--- src/rtl/sys_pe_if.sv ---
// sys_pe_if: control, operand and result bundle of one systolic processing element.
interface sys_pe_if #(
  parameter int WIDTH     = 8,
  parameter int ACC_WIDTH = 32
);
  logic                 en;
  logic                 mode;
  logic                 clr;
  logic                 drain;
  logic                 w_load;
  logic [WIDTH-1:0]     a_in;
  logic                 a_vin;
  logic [WIDTH-1:0]     b_in;
  logic                 b_vin;
  logic [ACC_WIDTH-1:0] psum_in;
  logic [WIDTH-1:0]     a_out;
  logic                 a_vout;
  logic [WIDTH-1:0]     b_out;
  logic                 b_vout;
  logic [ACC_WIDTH-1:0] psum_out;
  logic [ACC_WIDTH-1:0] c_out;
  logic                 c_valid;
  logic                 ovf;

  modport master (
    output en, mode, clr, drain, w_load, a_in, a_vin, b_in, b_vin, psum_in,
    input  a_out, a_vout, b_out, b_vout, psum_out, c_out, c_valid, ovf
  );

  modport slave (
    input  en, mode, clr, drain, w_load, a_in, a_vin, b_in, b_vin, psum_in,
    output a_out, a_vout, b_out, b_vout, psum_out, c_out, c_valid, ovf
  );
endinterface

--- src/rtl/sys_pe.sv ---
// sys_pe: systolic MAC element, output-stationary (local accumulator) or
// weight-stationary (held weight, partial sum flows through), with saturating sums.
module sys_pe #(
  parameter int WIDTH     = 8,
  parameter int ACC_WIDTH = 32,
  parameter bit SIGNED    = 1'b1
) (
  input logic      clk,
  input logic      rst,
  sys_pe_if.slave  pe
);
  localparam int AW = ACC_WIDTH;
  localparam int PW = 2 * WIDTH;
  localparam logic [AW-1:0] SMAX = {1'b0, {(AW-1){1'b1}}};
  localparam logic [AW-1:0] SMIN = {1'b1, {(AW-1){1'b0}}};

  // Returns {clamped, value}; the extra bit of s exposes overflow of the AW-bit sum.
  function automatic logic [AW:0] sat_add(input logic [AW-1:0] x, input logic [AW-1:0] y);
    logic [AW:0] s;
    if (SIGNED) begin
      s = {x[AW-1], x} + {y[AW-1], y};
      return (s[AW] != s[AW-1]) ? {1'b1, s[AW] ? SMIN : SMAX} : {1'b0, s[AW-1:0]};
    end
    s = {1'b0, x} + {1'b0, y};
    return s[AW] ? {1'b1, {AW{1'b1}}} : s;
  endfunction

  logic [AW-1:0]    r_acc;
  logic [WIDTH-1:0] r_weight;
  logic [WIDTH-1:0] r_a;
  logic             r_av;
  logic [WIDTH-1:0] r_b;
  logic             r_bv;
  logic [AW-1:0]    r_psum;
  logic [AW-1:0]    r_c;
  logic             r_cv;
  logic             r_ovf;

  logic [WIDTH-1:0]        w_opb;
  logic signed [PW-1:0]    w_prod_s;
  logic [PW-1:0]           w_prod_u;
  logic [AW-1:0]           w_pext_s;
  logic [AW-1:0]           w_pext_u;
  logic [AW-1:0]           w_p;
  logic [AW-1:0]           w_base;
  logic                    w_fire;
  logic                    w_os_ov;
  logic [AW-1:0]           w_os_sum;
  logic                    w_ws_ov;
  logic [AW-1:0]           w_ws_sum;

  // Signed and unsigned products kept apart so neither inherits the other's signedness.
  assign w_opb    = pe.mode ? r_weight : pe.b_in;
  assign w_prod_s = PW'($signed(pe.a_in)) * PW'($signed(w_opb));
  assign w_prod_u = PW'(pe.a_in) * PW'(w_opb);
  assign w_pext_s = AW'(w_prod_s);
  assign w_pext_u = AW'(w_prod_u);
  assign w_p      = SIGNED ? w_pext_s : w_pext_u;

  assign w_base              = pe.clr ? '0 : r_acc;
  assign w_fire              = pe.a_vin & pe.b_vin;
  assign {w_os_ov, w_os_sum} = sat_add(w_base, w_p);
  assign {w_ws_ov, w_ws_sum} = sat_add(pe.psum_in, w_p);

  always_ff @(posedge clk or posedge rst) begin
    if (rst) begin
      r_acc    <= '0;
      r_weight <= '0;
      r_a      <= '0;
      r_av     <= 1'b0;
      r_b      <= '0;
      r_bv     <= 1'b0;
      r_psum   <= '0;
      r_c      <= '0;
      r_cv     <= 1'b0;
      r_ovf    <= 1'b0;
    end else if (pe.en) begin
      r_a  <= pe.a_in;
      r_av <= pe.a_vin;
      r_b  <= pe.b_in;
      r_bv <= pe.b_vin;
      r_cv <= ~pe.mode & pe.drain;
      if (!pe.mode) begin
        r_acc <= w_fire ? w_os_sum : w_base;
        if (pe.drain) r_c <= r_acc;
        r_ovf <= (r_ovf & ~pe.clr) | (w_fire & w_os_ov);
      end else begin
        if (pe.w_load & pe.b_vin) r_weight <= pe.b_in;
        r_psum <= pe.a_vin ? w_ws_sum : pe.psum_in;
        r_ovf  <= r_ovf | (pe.a_vin & w_ws_ov);
      end
    end
  end

  assign pe.a_out    = r_a;
  assign pe.a_vout   = r_av;
  assign pe.b_out    = r_b;
  assign pe.b_vout   = r_bv;
  assign pe.psum_out = r_psum;
  assign pe.c_out    = r_c;
  assign pe.c_valid  = r_cv;
  assign pe.ovf      = r_ovf;
endmodule

--- src/flat_wrapper.sv ---
// flat-port wrapper written by rule: the top's interface ports become plain ports
module sys_pe_flat 
#(
  parameter int WIDTH     = 8,
  parameter int ACC_WIDTH = 32,
  parameter bit SIGNED    = 1'b1
)
  (clk, rst, pe_en, pe_mode, pe_clr, pe_drain, pe_w_load, pe_a_in, pe_a_vin, pe_b_in, pe_b_vin, pe_psum_in, pe_a_out, pe_a_vout, pe_b_out, pe_b_vout, pe_psum_out, pe_c_out, pe_c_valid, pe_ovf);
  sys_pe_if #(.WIDTH(WIDTH), .ACC_WIDTH(ACC_WIDTH)) pe_i ();
  input logic clk;
  input logic rst;
  input wire logic [$bits(pe_i.en)-1:0] pe_en;
  input wire logic [$bits(pe_i.mode)-1:0] pe_mode;
  input wire logic [$bits(pe_i.clr)-1:0] pe_clr;
  input wire logic [$bits(pe_i.drain)-1:0] pe_drain;
  input wire logic [$bits(pe_i.w_load)-1:0] pe_w_load;
  input wire logic [$bits(pe_i.a_in)-1:0] pe_a_in;
  input wire logic [$bits(pe_i.a_vin)-1:0] pe_a_vin;
  input wire logic [$bits(pe_i.b_in)-1:0] pe_b_in;
  input wire logic [$bits(pe_i.b_vin)-1:0] pe_b_vin;
  input wire logic [$bits(pe_i.psum_in)-1:0] pe_psum_in;
  output wire logic [$bits(pe_i.a_out)-1:0] pe_a_out;
  output wire logic [$bits(pe_i.a_vout)-1:0] pe_a_vout;
  output wire logic [$bits(pe_i.b_out)-1:0] pe_b_out;
  output wire logic [$bits(pe_i.b_vout)-1:0] pe_b_vout;
  output wire logic [$bits(pe_i.psum_out)-1:0] pe_psum_out;
  output wire logic [$bits(pe_i.c_out)-1:0] pe_c_out;
  output wire logic [$bits(pe_i.c_valid)-1:0] pe_c_valid;
  output wire logic [$bits(pe_i.ovf)-1:0] pe_ovf;
  assign pe_i.en = pe_en;
  assign pe_i.mode = pe_mode;
  assign pe_i.clr = pe_clr;
  assign pe_i.drain = pe_drain;
  assign pe_i.w_load = pe_w_load;
  assign pe_i.a_in = pe_a_in;
  assign pe_i.a_vin = pe_a_vin;
  assign pe_i.b_in = pe_b_in;
  assign pe_i.b_vin = pe_b_vin;
  assign pe_i.psum_in = pe_psum_in;
  assign pe_a_out = pe_i.a_out;
  assign pe_a_vout = pe_i.a_vout;
  assign pe_b_out = pe_i.b_out;
  assign pe_b_vout = pe_i.b_vout;
  assign pe_psum_out = pe_i.psum_out;
  assign pe_c_out = pe_i.c_out;
  assign pe_c_valid = pe_i.c_valid;
  assign pe_ovf = pe_i.ovf;
  sys_pe #(.WIDTH(WIDTH), .ACC_WIDTH(ACC_WIDTH), .SIGNED(SIGNED)) u_core (.clk(clk), .rst(rst), .pe(pe_i));
endmodule
--- config.mk ---
export PLATFORM = sky130hd
export DESIGN_NAME = sys_pe_flat
export DESIGN_NICKNAME = d
export VERILOG_FILES = /design/src/rtl/sys_pe_if.sv /design/src/rtl/sys_pe.sv /design/src/flat_wrapper.sv
export SDC_FILE = /design/constraint.sdc
export NUM_CORES = 1
export LEC_CHECK = 0
export CORE_ASPECT_RATIO = 1.4
export CORE_UTILIZATION = 39
export DETAILED_ROUTE_END_ITERATION = 7
export SYNTH_ARGS = -nofsm -noshare
export SYNTH_HDL_FRONTEND = slang
export SYNTH_SLANG_ARGS = --single-unit
--- constraint.sdc ---
create_clock -name clk -period 13.8 [get_ports clk]
set_input_delay 3.45 -clock clk [delete_from_list [all_inputs] [get_ports clk]]
set_output_delay 3.45 -clock clk [all_outputs]
set_load 0.01 [all_outputs]
Word level (Yosys, flattened, before mapping)
Index checks and enable logic that the tools add are counted.

operators by class
  equality and inequality tests = 2
  bitwise logic cells = 10
  reduce and logical (&&, ||, !) cells = 4
  muxes and demuxes = 9
  $mul = 1
  add/sub/neg operators = 2

operators by type and width
  operator                    count
  two-way mux 32 bit          5
  adder 32 x 16 -> 33 bit     2
  two-way mux 33 bit          2
  multiplier 8 x 8 -> 16 bit  1
  two-way mux 8 bit           1
  bitwise AND 1 bit           6
  AND reduction 3 bit         2
  AND reduction 2 bit         2
  inequality test 1 bit       2
  inverter 1 bit              2
  bitwise OR 1 bit            2
  two-way mux 1 bit           1

word-level totals
  register bits after elaboration = 124
  logic and storage cells = 38
  output and inout bits = 84

Logic depth before layout (Yosys ltp)
Gate-level depths: netlist of the first run.

  depth after elaboration = 8
  gate-level depth with buffers = 36
  mapped depth without buffers = 33

Worst setup path after synthesis of the first run
Ideal clock, no wire load.

  kind = input port to flip-flop
  start point = input port pe_mode
  end point = register u_core.r_psum[1] (netlist: u_core.pe.psum_out[1])
  required time = 13.718 ns
  arrival = 11.878 ns
  slack = 1.840 ns
  buffers on the path = 4
  stages on the path = 34
  setup time = 0.082 ns
  cells stage by stage = buf_1 > mux2i_1 > nor2b_1 > ha_1 > inv_1 > fa_1 > inv_1 > fa_1 > inv_1 > fa_1 > inv_1 > ha_1 > o211ai_1 > o21ai_1 > a211oi_4 > or4_4 > nand2_4 > inv_2 > buf_2 > buf_1 > ha_1 > a21o_1 > a21o_1 > a21o_1 > a311o_1 > a21oi_1 > o21ai_0 > o21ba_2 > o21ai_1 > or2_2 > or4_1 > o211a_1 > clkbuf_1 > a31oi_1

on the way
  word-level cells in the longest chain between the ends = 6
  elaborated cells between the ends (all ways) = 8

RTL lines
  element                                                      line                RTL
  start, declared                                              flat_wrapper.sv:13  input wire logic [$bits(pe_i.mode)-1:0] pe_mode;
  two-way mux 8 bit                                            sys_pe.sv:53        assign w_opb = pe.mode ? r_weight : pe.b_in;
  multiplier 8 x 8 -> 16 bit                                   sys_pe.sv:54        assign w_prod_s = PW'($signed(pe.a_in)) * PW'($signed(w_opb));
  adder 32 x 16 -> 33 bit                                      sys_pe.sv:21        s = {x[AW-1], x} + {y[AW-1], y};
  two-way mux 32 bit or inequality test 1 bit (tied branches)  sys_pe.sv:22        return (s[AW] != s[AW-1]) ? {1'b1, s[AW] ? SMIN : SMAX} : {1'b0, s[AW-1:0]};
  two-way mux 33 bit                                           sys_pe.sv:22
  two-way mux 32 bit                                           sys_pe.sv:89        r_psum <= pe.a_vin ? w_ws_sum : pe.psum_in;
  end signal, assigned                                         sys_pe.sv:89
  end, declared                                                sys_pe.sv:34        logic [AW-1:0] r_psum;

Several ways; a longest one is shown, not always the timed one.
A chain may end at the register's enable or synchronous reset.

Worst setup path in the final report of the first run
  start point = input port pe_mode
  end point = register u_core.r_psum[16] (netlist: u_core.pe.psum_out[16])

The elaborated chain is that of the path after synthesis.

==> results of run 1 <==
[per-stage QoR]
stage	hold slack [ps]	area, µm²	worst slack (ps)
3_5_place_dp	487.6	13330	1048
2_1_floorplan	459.3	11600	1840
5_1_grt	515.8	13920	847.5
6_report	502.6	13920	1469
4_1_cts	502.8	13920	1458
3_3_place_gp	482.2	13330	1303
[final timing paths]
kind                                                 from                            endpoint  depth (start not counted)
min in group asynchronous                             rst        u_core.pe.b_vout$_DFFE_PP0P_                          2
hold reg to reg            u_core.r_weight[4]$_DFFE_PP0P_      u_core.r_weight[4]$_DFFE_PP0P_                          1
hold / removal             u_core.r_weight[4]$_DFFE_PP0P_      u_core.r_weight[4]$_DFFE_PP0P_                          1
setup reg to reg           u_core.r_weight[0]$_DFFE_PP0P_  u_core.pe.psum_out[16]$_DFFE_PP0P_                         30
max in group asynchronous                             rst      u_core.pe.b_out[6]$_DFFE_PP0P_                          3
setup / recovery                                  pe_mode  u_core.pe.psum_out[16]$_DFFE_PP0P_                         31
[cell usage after synthesis, drive strengths merged, types with 10 or more instances]
master / instances / share of area (%)
o21bai: 12 / 0.78
clkbuf: 37 / 1.2
nor2b: 70 / 3.8
nand4: 13 / 0.70
nand2: 136 / 4.5
o21ai: 47 / 2.0
nor2: 98 / 3.2
a21oi: 104 / 4.6
a31oi: 44 / 2.5
o211ai: 11 / 0.71
nand3: 32 / 1.4
mux2i: 10 / 0.86
and2: 21 / 1.1
nor3: 21 / 0.99
a21o: 29 / 1.9
xor2: 14 / 1.1
mux2: 64 / 6.2
buf: 17 / 0.82
fa: 57 / 9.8
inv: 108 / 3.5
xnor2: 54 / 4.1
dfrtp: 124 / 27
ha: 83 / 9.0
[cell type report]
cell class | instances | area, µm² | area share [%]
multi-input combinational | 1031 | 7864 | 56.49
sequential | 124 | 3103 | 22.29
clock inverter | 12 | 140.1 | 1.007
tap | 380 | 475.5 | 3.415
clock buffer | 20 | 446.7 | 3.209
inverter | 108 | 407.9 | 2.930
timing repair buffer | 151 | 1484 | 10.66
[sequential cells by signal, summed over array words and instances (netlist names)]
signal and flops:
u_core.pe.a_out 8, u_core.pe.a_vout 1, u_core.pe.b_out 8, u_core.pe.b_vout 1
u_core.pe.c_out 32, u_core.pe.c_valid 1, u_core.pe.ovf 1, u_core.pe.psum_out 32
u_core.r_acc 32, u_core.r_weight 8
[layout by cell type (no fill, tap or decap), drive strengths merged, types with 4 or more instances in the layout]
cell type	n
a211oi	9
a21o	29
a21oi	104
a221o	9
a31oi	44
and2	21
and3	6
buf	11
clkbuf	20
clkdlybuf4s50	140
clkinv	6
dfrtp	124
fa	57
ha	83
inv	110
mux2	64
mux2i	10
nand2	136
nand2b	8
nand3	32
nand4	13
nor2	98
nor2b	70
nor3	21
nor4	5
o211ai	11
o21a	6
o21ai	47
o21bai	12
o22ai	6
o31ai	4
or3	7
xnor2	54
xor2	14
[cells by family (layout without fill, tap and decap cells)]
family          after synthesis  count (layout)
flops                       124             124
xor+xnor                     69              69
compound gates              316             316
mux                          74              74
simple gates                432             432
fa+ha+maj                   140             140
buf+inv                     162             291
[metal layers]
metal / vias up / part of all wire (%) / GRT usage [%]
met5: - / 0 / 0
met4: 0 / 2.7 / 8.247
met3: 53 / 3.5 / 3.002
met2: 248 / 52 / 40.95
met1: 4898 / 41 / 25.45
li1: 4829 / - / -
[critical path: cells and delay by family]
kind / cells / cell delay [ps]
AOI/OAI and AO/OA: 14 / 3270
buffers and inverters: 6 / 1310
adders and majority gates: 6 / 2670
and+or+nand+nor: 4 / 1210
muxes: 1 / 620
==> results.ini, run 1 <==
[status]
outcome = complete, no violations

[clock_network]
clock_sinks = 124
root_buffer = clkbuf_16
htreeDepth = 4
clkSlewWorstSetupHoldPaths_ps = 70
postCtsSetupBuffers = 0
cts_resized = 0
cts_tree = done
hold_buffers = 0
clockBufferDepth = 2
clk_latency_ps = 430
cts_buffers = 17

[die]
die_width_um = 147.8
io_pins = 141
die_area_mm2 = 0.03045
die_h_um = 206.1
rows = 74
start_util_pct = 39.66
coreArea_mm2 = 0.02926

[layout]
fillers = 2896
final_layout_size_suffix_gt1_share_pct = 9.059
antenna_cells = 0
final-instance-count-excl-fill = 1826
synthToLayoutAreaGrowth_pct = 19.98
layout.nets = 1630
utilization_pct = 47.58

[sta]
skew_ps = 13.20
fmax_mhz = 81.09
setup_viol_count_final = 0
rsz0062_at_grt = false
timing.final.crit_share_pct = 89.36
hold_viol_final = 0
tightest_slew_ps = 1072
finalSetupTns_ps = 0
maxSlewHeadroom_pct = 28.54
report.final.slew_viol_count = 0
period_minus_slack_ps = 12330

[critical_path]
cp_max_fo = 30
cp_slowest_cell = clkdlybuf4s50_1
criticalPathCategory = primary input to register
end_kind = register
critical_path.max_stage_delay_ps = 890
arrival_ps = 12580
cp_common_cell = inv_1
worstPathRequired_ps = 14050
r2r_slack_ps = 5130
critPathLaunchType = primary input

[synth]
ys_ff_latch = 124
yosys.area_share.simple_pct = 18.29
ys_warn_count = 0
syn_nets = 1514
seq_area_frac_synth_pct = 26.74
synth_cells = 1317
synth.area.mux_share_pct = 7.074
async_reset_ff_share_pct = 100.0
synth_top_family_by_area = adder cells
synth_compound_area_share_pct = 18.27
synth-xor-area-share_pct = 5.327
avgSynthCellArea_um2 = 8.810
synth-adder-area-share_pct = 18.79
syn-cell-area_mm2 = 0.01160
synth_ff_type = dfrtp_1
ys_types = 80
synth_edf_count = 0

[grt]
grt_max_degree = 75
grt_antenna_before_repair = 0
grt_overflow_total = 0
grt_pass1_wl_um = 52300
track_usage_pct = 22.02
grt_pass1_vias = 10030

[routing]
dr.pass1.iters = 5
vias = 10030
drtIter0Drc = 486
viasPerCell = 5.492
drtAntennaViolNets = 0
avgRoutedWirePerCell_um = 17.82
routed_wl_um = 32550
drc_errors = 0

[placement]
port_buffers = 140
post-place-cells = 1794
post-dp-hpwl_um = 24890
gp_congestion = 0.8935

[min_path]
hp-class = register to register

[run]
max-cap-violations = 0

Power of run 1 is not shown: default switching activity piles up to over one toggle a cycle in this logic, so the estimate is an artifact.
==> run 2: changes to the inputs <==
Settings changed: ABC_AREA set to 1, CORE_MARGIN set to 2.
==> run 2 against run 1 <==
  * Wire length grew 7.4%
  * Worst setup slack gained 650 ps
  * Die area grew 8.2%
  * Maximum frequency grew 5.6%
  * Synthesized area grew 5.9%
  * Clock-buffer cell count shrank 1
  * Synthesized cell count grew 28%
  * Critical path depth grew 1
  * Critical endpoint is now u_core.pe.psum_out[28]$_DFFE_PP0P_
==> results.ini, run 2 <==
[status]
outcome = complete, no violations

[synth]
synth_cells = 1682
ys_types = 46
synth_common_cells = nand2_1 (369), inv_1 (241), nor2_1 (178)
syn_nets = 1879
synth_ff_type = dfrtp_1
synth_top_area_share_pct = 25.25
synth_edf_count = 0
ys_warn_count = 0
async_reset_ff_share_pct = 100.0
syn-cell-area_mm2 = 0.01229
ys_ff_latch = 124
avgSynthCellArea_um2 = 7.306
synth_top_area_cell = dfrtp_1
seq_area_frac_synth_pct = 25.25
synth.most_common_cell = nand2_1
synth_area_leaders = dfrtp_1 (25%), nand2_1 (11%), fa_1 (9.3%)

[routing]
routed_wl_um = 34960
drtAntennaViolNets = 0
avgRoutedWirePerCell_um = 15.90
dr.pass1.iters = 5
drc_errors = 0
vias = 11090
viasPerCell = 5.042
drtIter0Drc = 522

[grt]
grtUsageMet1_pct = 23.54
grt_pass1_wl_um = 56500
grt_pass1_vias = 11210
grt_overflow_total = 0
grt_antenna_before_repair = 0
grt-busiest-layer = met2
met3_usage_pct = 2.930
grt_max_degree = 68
grt_use_met2_pct = 41.75
track_usage_pct = 21.53

[clock_network]
cts_buffers = 17
postCtsSetupBuffers = 0
htreeDepth = 4
hold_buffers = 0
root_buffer = clkbuf_16
cts_tree = done
clockBufferDepth = 2
clk_latency_ps = 460
clkSlewWorstSetupHoldPaths_ps = 60
clock_sinks = 124
cts_resized = 0

[layout]
final_cell_mix = nand2_1 (368), inv_1 (240), nor2_1 (177), clkdlybuf4s50_1 (140), a21oi_1 (133)
seqCellArea_mm2 = 0.003103
antenna_cells = 0
layout.nets = 1993
fin_area_mm2 = 0.01454
final_layout_size_suffix_gt1_share_pct = 9.066
fillers = 3096
multi_input_area_mm2 = 0.007934
synthToLayoutAreaGrowth_pct = 18.31
final_common_cell = nand2_1

[sta]
finalSetupTns_ps = 0
maxSlewHeadroom_pct = 28.77
report.final.slew_viol_count = 0
skew_ps = 15.47
timing.final.crit_share_pct = 84.66
rsz0062_at_grt = false
tightest_slew_ps = 1065
period_minus_slack_ps = 11680
setup_viol_count_final = 0
hold_viol_final = 0
fmax_mhz = 85.60

[run]
max-cap-violations = 0

[critical_path]
worstSetupPathDepth = 32
criticalPathCategory = primary input to register
critPathTopFamily = simple AND/OR/NAND/NOR gates
critical_path.max_stage_delay_ps = 830
cp_common_cell = nand2_1
end_kind = register
cp_max_fo = 31
path_buf_inv = 5
r2r_cells = 33
worstPathRequired_ps = 14150
arrival_ps = 12030
critPathLaunchType = primary input
cp_slowest_cell = clkdlybuf4s50_1

[die]
start_util_pct = 39.76
die_area_mm2 = 0.03296
io_pins = 141
rows = 76
die_width_um = 154.0
die_h_um = 214.0
coreArea_mm2 = 0.03090

[placement]
gp_congestion = 0.9325
port_buffers = 140
post-dp-hpwl_um = 27140
postPlaceCellArea_mm2 = 0.01393

[min_path]
hold_depth = 2
hp-class = register to register

-- run 2: final timing paths --
kind	to	start	slack (ps)
min in group asynchronous	u_core.pe.psum_out[16]$_DFFE_PP0P_	rst	3500
hold / removal	u_core.pe.b_out[4]$_DFFE_PP0P_	u_core.pe.b_out[4]$_DFFE_PP0P_	470
setup reg to reg	u_core.pe.psum_out[28]$_DFFE_PP0P_	u_core.r_weight[3]$_DFFE_PP0P_	5640
hold reg to reg	u_core.pe.b_out[4]$_DFFE_PP0P_	u_core.pe.b_out[4]$_DFFE_PP0P_	470
setup / recovery	u_core.pe.psum_out[28]$_DFFE_PP0P_	pe_mode	2120
max in group asynchronous	u_core.r_weight[3]$_DFFE_PP0P_	rst	9030
-- run 2: worst min-delay path: cells and delay by family (launching register included) --
kind             cells  cell delay [ps]
AND/OR/NAND/NOR      2               90
flip-flops           1              340
-- run 2: logic make-up (layout without fill, tap and decap cells) --
family,count (synthesis),count (layout),synth area share [%]
XOR/XNOR,72,72,5.132
flip-flops,124,124,25.25
buffers and inverters,304,431,10.25
AND/OR/NAND/NOR,752,752,28.97
adder cells (fa/ha/maj),140,140,17.74
AO/OA/AOI/OAI,290,290,12.66
-- run 2: through the flow --
stage               cells  hold WS [ps]  setup WS (ps)  utilization [%]
floorplan            1682         448.8           3722                -
global placement     2167         454.5           1946            45.08
detailed placement   2167         457.5           1736            45.08
CTS                  2199         472.4           2152            47.04
global route         2199         501.6           1475            47.04
finish               2199         467.7           2117            47.04
-- run 2: area by class of cell --
cell class                      count  share of cell area [%]
Multi-Input combinational cell   1254                   54.57
Timing Repair Buffer              148                   10.05
Clock buffer                       19                   3.047
Tap cell                          390                   3.357
Sequential cell                   124                   21.34
Clock inverter                     13                   1.127
Inverter                          251                   6.498
-- run 2: per-layer routing --
metal	vias to the layer above	share of wire, %
li1	5595	-
met1	5255	40
met5	-	0
met3	49	3.1
met2	188	54
met4	0	2.4
Power of run 2 is left out for the same reason.
==> run 3: changes to the inputs <==
Clock period 13.8 ns to 11.9 ns, I/O delays scaled along.
==> run 3 against run 2 <==
  * Utilization grew 0.11 points
  * Die area unchanged
  * Cell count barely moved
  * Critical path depth is 1 higher
==> results.ini, run 3 (synthesized netlist as in run 2, its figures left out) <==
[grt]
track_usage_pct = 21.84
grt_pass1_wl_um = 57500
grt_pass1_vias = 11550
grt_overflow_total = 0
grt_antenna_before_repair = 0
grt_max_degree = 68

[clock_network]
postCtsSetupBuffers = 0
cts_resized = 0
hold_buffers = 0
cts_buffers = 17
root_buffer = clkbuf_16
htreeDepth = 4
clockBufferDepth = 2
clkSlewWorstSetupHoldPaths_ps = 60
clock_sinks = 124
clk_latency_ps = 460
cts_tree = done

[critical_path]
critPathLaunchType = primary input
arrival_ps = 11170
cp_common_cell = nand2_1
cp_slowest_cell = clkdlybuf4s50_1
cp_max_fo = 31
critical_path.max_stage_delay_ps = 840
worstPathRequired_ps = 12270
end_kind = register
criticalPathCategory = primary input to register

[routing]
vias = 11160
viasPerCell = 5.072
avgRoutedWirePerCell_um = 15.72
drtAntennaViolNets = 0
dr.pass1.iters = 5
routed_wl_um = 34600
drc_errors = 0
drtIter0Drc = 459

[status]
outcome = complete, no violations

[sta]
setup_viol_count_final = 0
report.final.slew_viol_count = 0
tightest_slew_ps = 1097
rsz0062_at_grt = false
timing.final.crit_share_pct = 90.73
hold_viol_final = 0
period_minus_slack_ps = 10800
fmax_mhz = 92.62
worst_slack_ps = 1103
maxSlewHeadroom_pct = 26.58
skew_ps = 10.10
finalSetupTns_ps = 0

[min_path]
hp-class = register to register

[placement]
gp_congestion = 0.9416
place_ws_ps = 584.4
post-dp-hpwl_um = 27350
port_buffers = 140

[die]
start_util_pct = 39.76
die_area_mm2 = 0.03296
die_width_um = 154.0
die_h_um = 214.0
rows = 76
io_pins = 141
coreArea_mm2 = 0.03090

[layout]
antenna_cells = 0
utilization_pct = 47.15
final_cell_mix = nand2_1 (368), inv_1 (240), nor2_1 (177), clkdlybuf4s50_1 (140), a21oi_1 (133)
synthToLayoutAreaGrowth_pct = 18.57
final_layout_size_suffix_gt1_share_pct = 9.221
final_common_cell = nand2_1
layout.nets = 1995

[run]
max-cap-violations = 0

run 3: per-layer routing:
metal  part of all wire [%]  wire length (µm)  vias to the layer above  global-route usage (%)
met5                      0                 0                        -                       0
met4                    3.7              1270                        0                   9.346
met3                    3.3              1141                       66                   3.375
met2                     54             18540                      197                   41.48
met1                     39             13650                     5293                   23.75
li1                       -                 -                     5608                       -
run 3: cell type report:
| class | instances | area [µm²] |
|---|---|---|
| clock buffer | 18 | 439.2 |
| clock inverter | 14 | 185.2 |
| fill | 3090 | 16330 |
| inverter | 251 | 944.7 |
| multi-input combinational | 1254 | 7934 |
| sequential | 124 | 3103 |
| tap | 390 | 488.0 |
| timing repair buffer | 150 | 1476 |
run 3: per-stage QoR:
| step | instance area, µm² | hold slack, ps | std cells |
|---|---|---|---|
| 3_3_place_gp | 13950 | 455.3 | 2169 |
| 2_1_floorplan | 12290 | 448.8 | 1682 |
| 3_5_place_dp | 13950 | 463.9 | 2169 |
| 4_1_cts | 14570 | 477.6 | 2201 |
| 6_report | 14570 | 472.7 | 2201 |
| 5_1_grt | 14570 | 500.2 | 2201 |
run 3: final timing paths:
path,from,to,slack (ps),cells after the start
max reg2reg,u_core.r_weight[7]$_DFFE_PP0P_,u_core.pe.psum_out[6]$_DFFE_PP0P_,4150,37
min,u_core.pe.b_out[4]$_DFFE_PP0P_,u_core.pe.b_out[4]$_DFFE_PP0P_,470,2
max,pe_mode,u_core.pe.psum_out[6]$_DFFE_PP0P_,1100,33
min in group asynchronous,rst,u_core.pe.psum_out[15]$_DFFE_PP0P_,2990,2
min reg2reg,u_core.pe.b_out[4]$_DFFE_PP0P_,u_core.pe.b_out[4]$_DFFE_PP0P_,470,2
max in group asynchronous,rst,u_core.pe.c_out[4]$_DFFE_PP0P_,7580,3
run 3: critical path: cells and delay by family:
kind / cells / cell delay, ps
AOI/OAI and AO/OA: 5 / 1100
adders and majority gates: 6 / 3020
and+or+nand+nor: 16 / 2590
buffers and inverters: 6 / 1440
Power of run 3 is left out for the same reason.
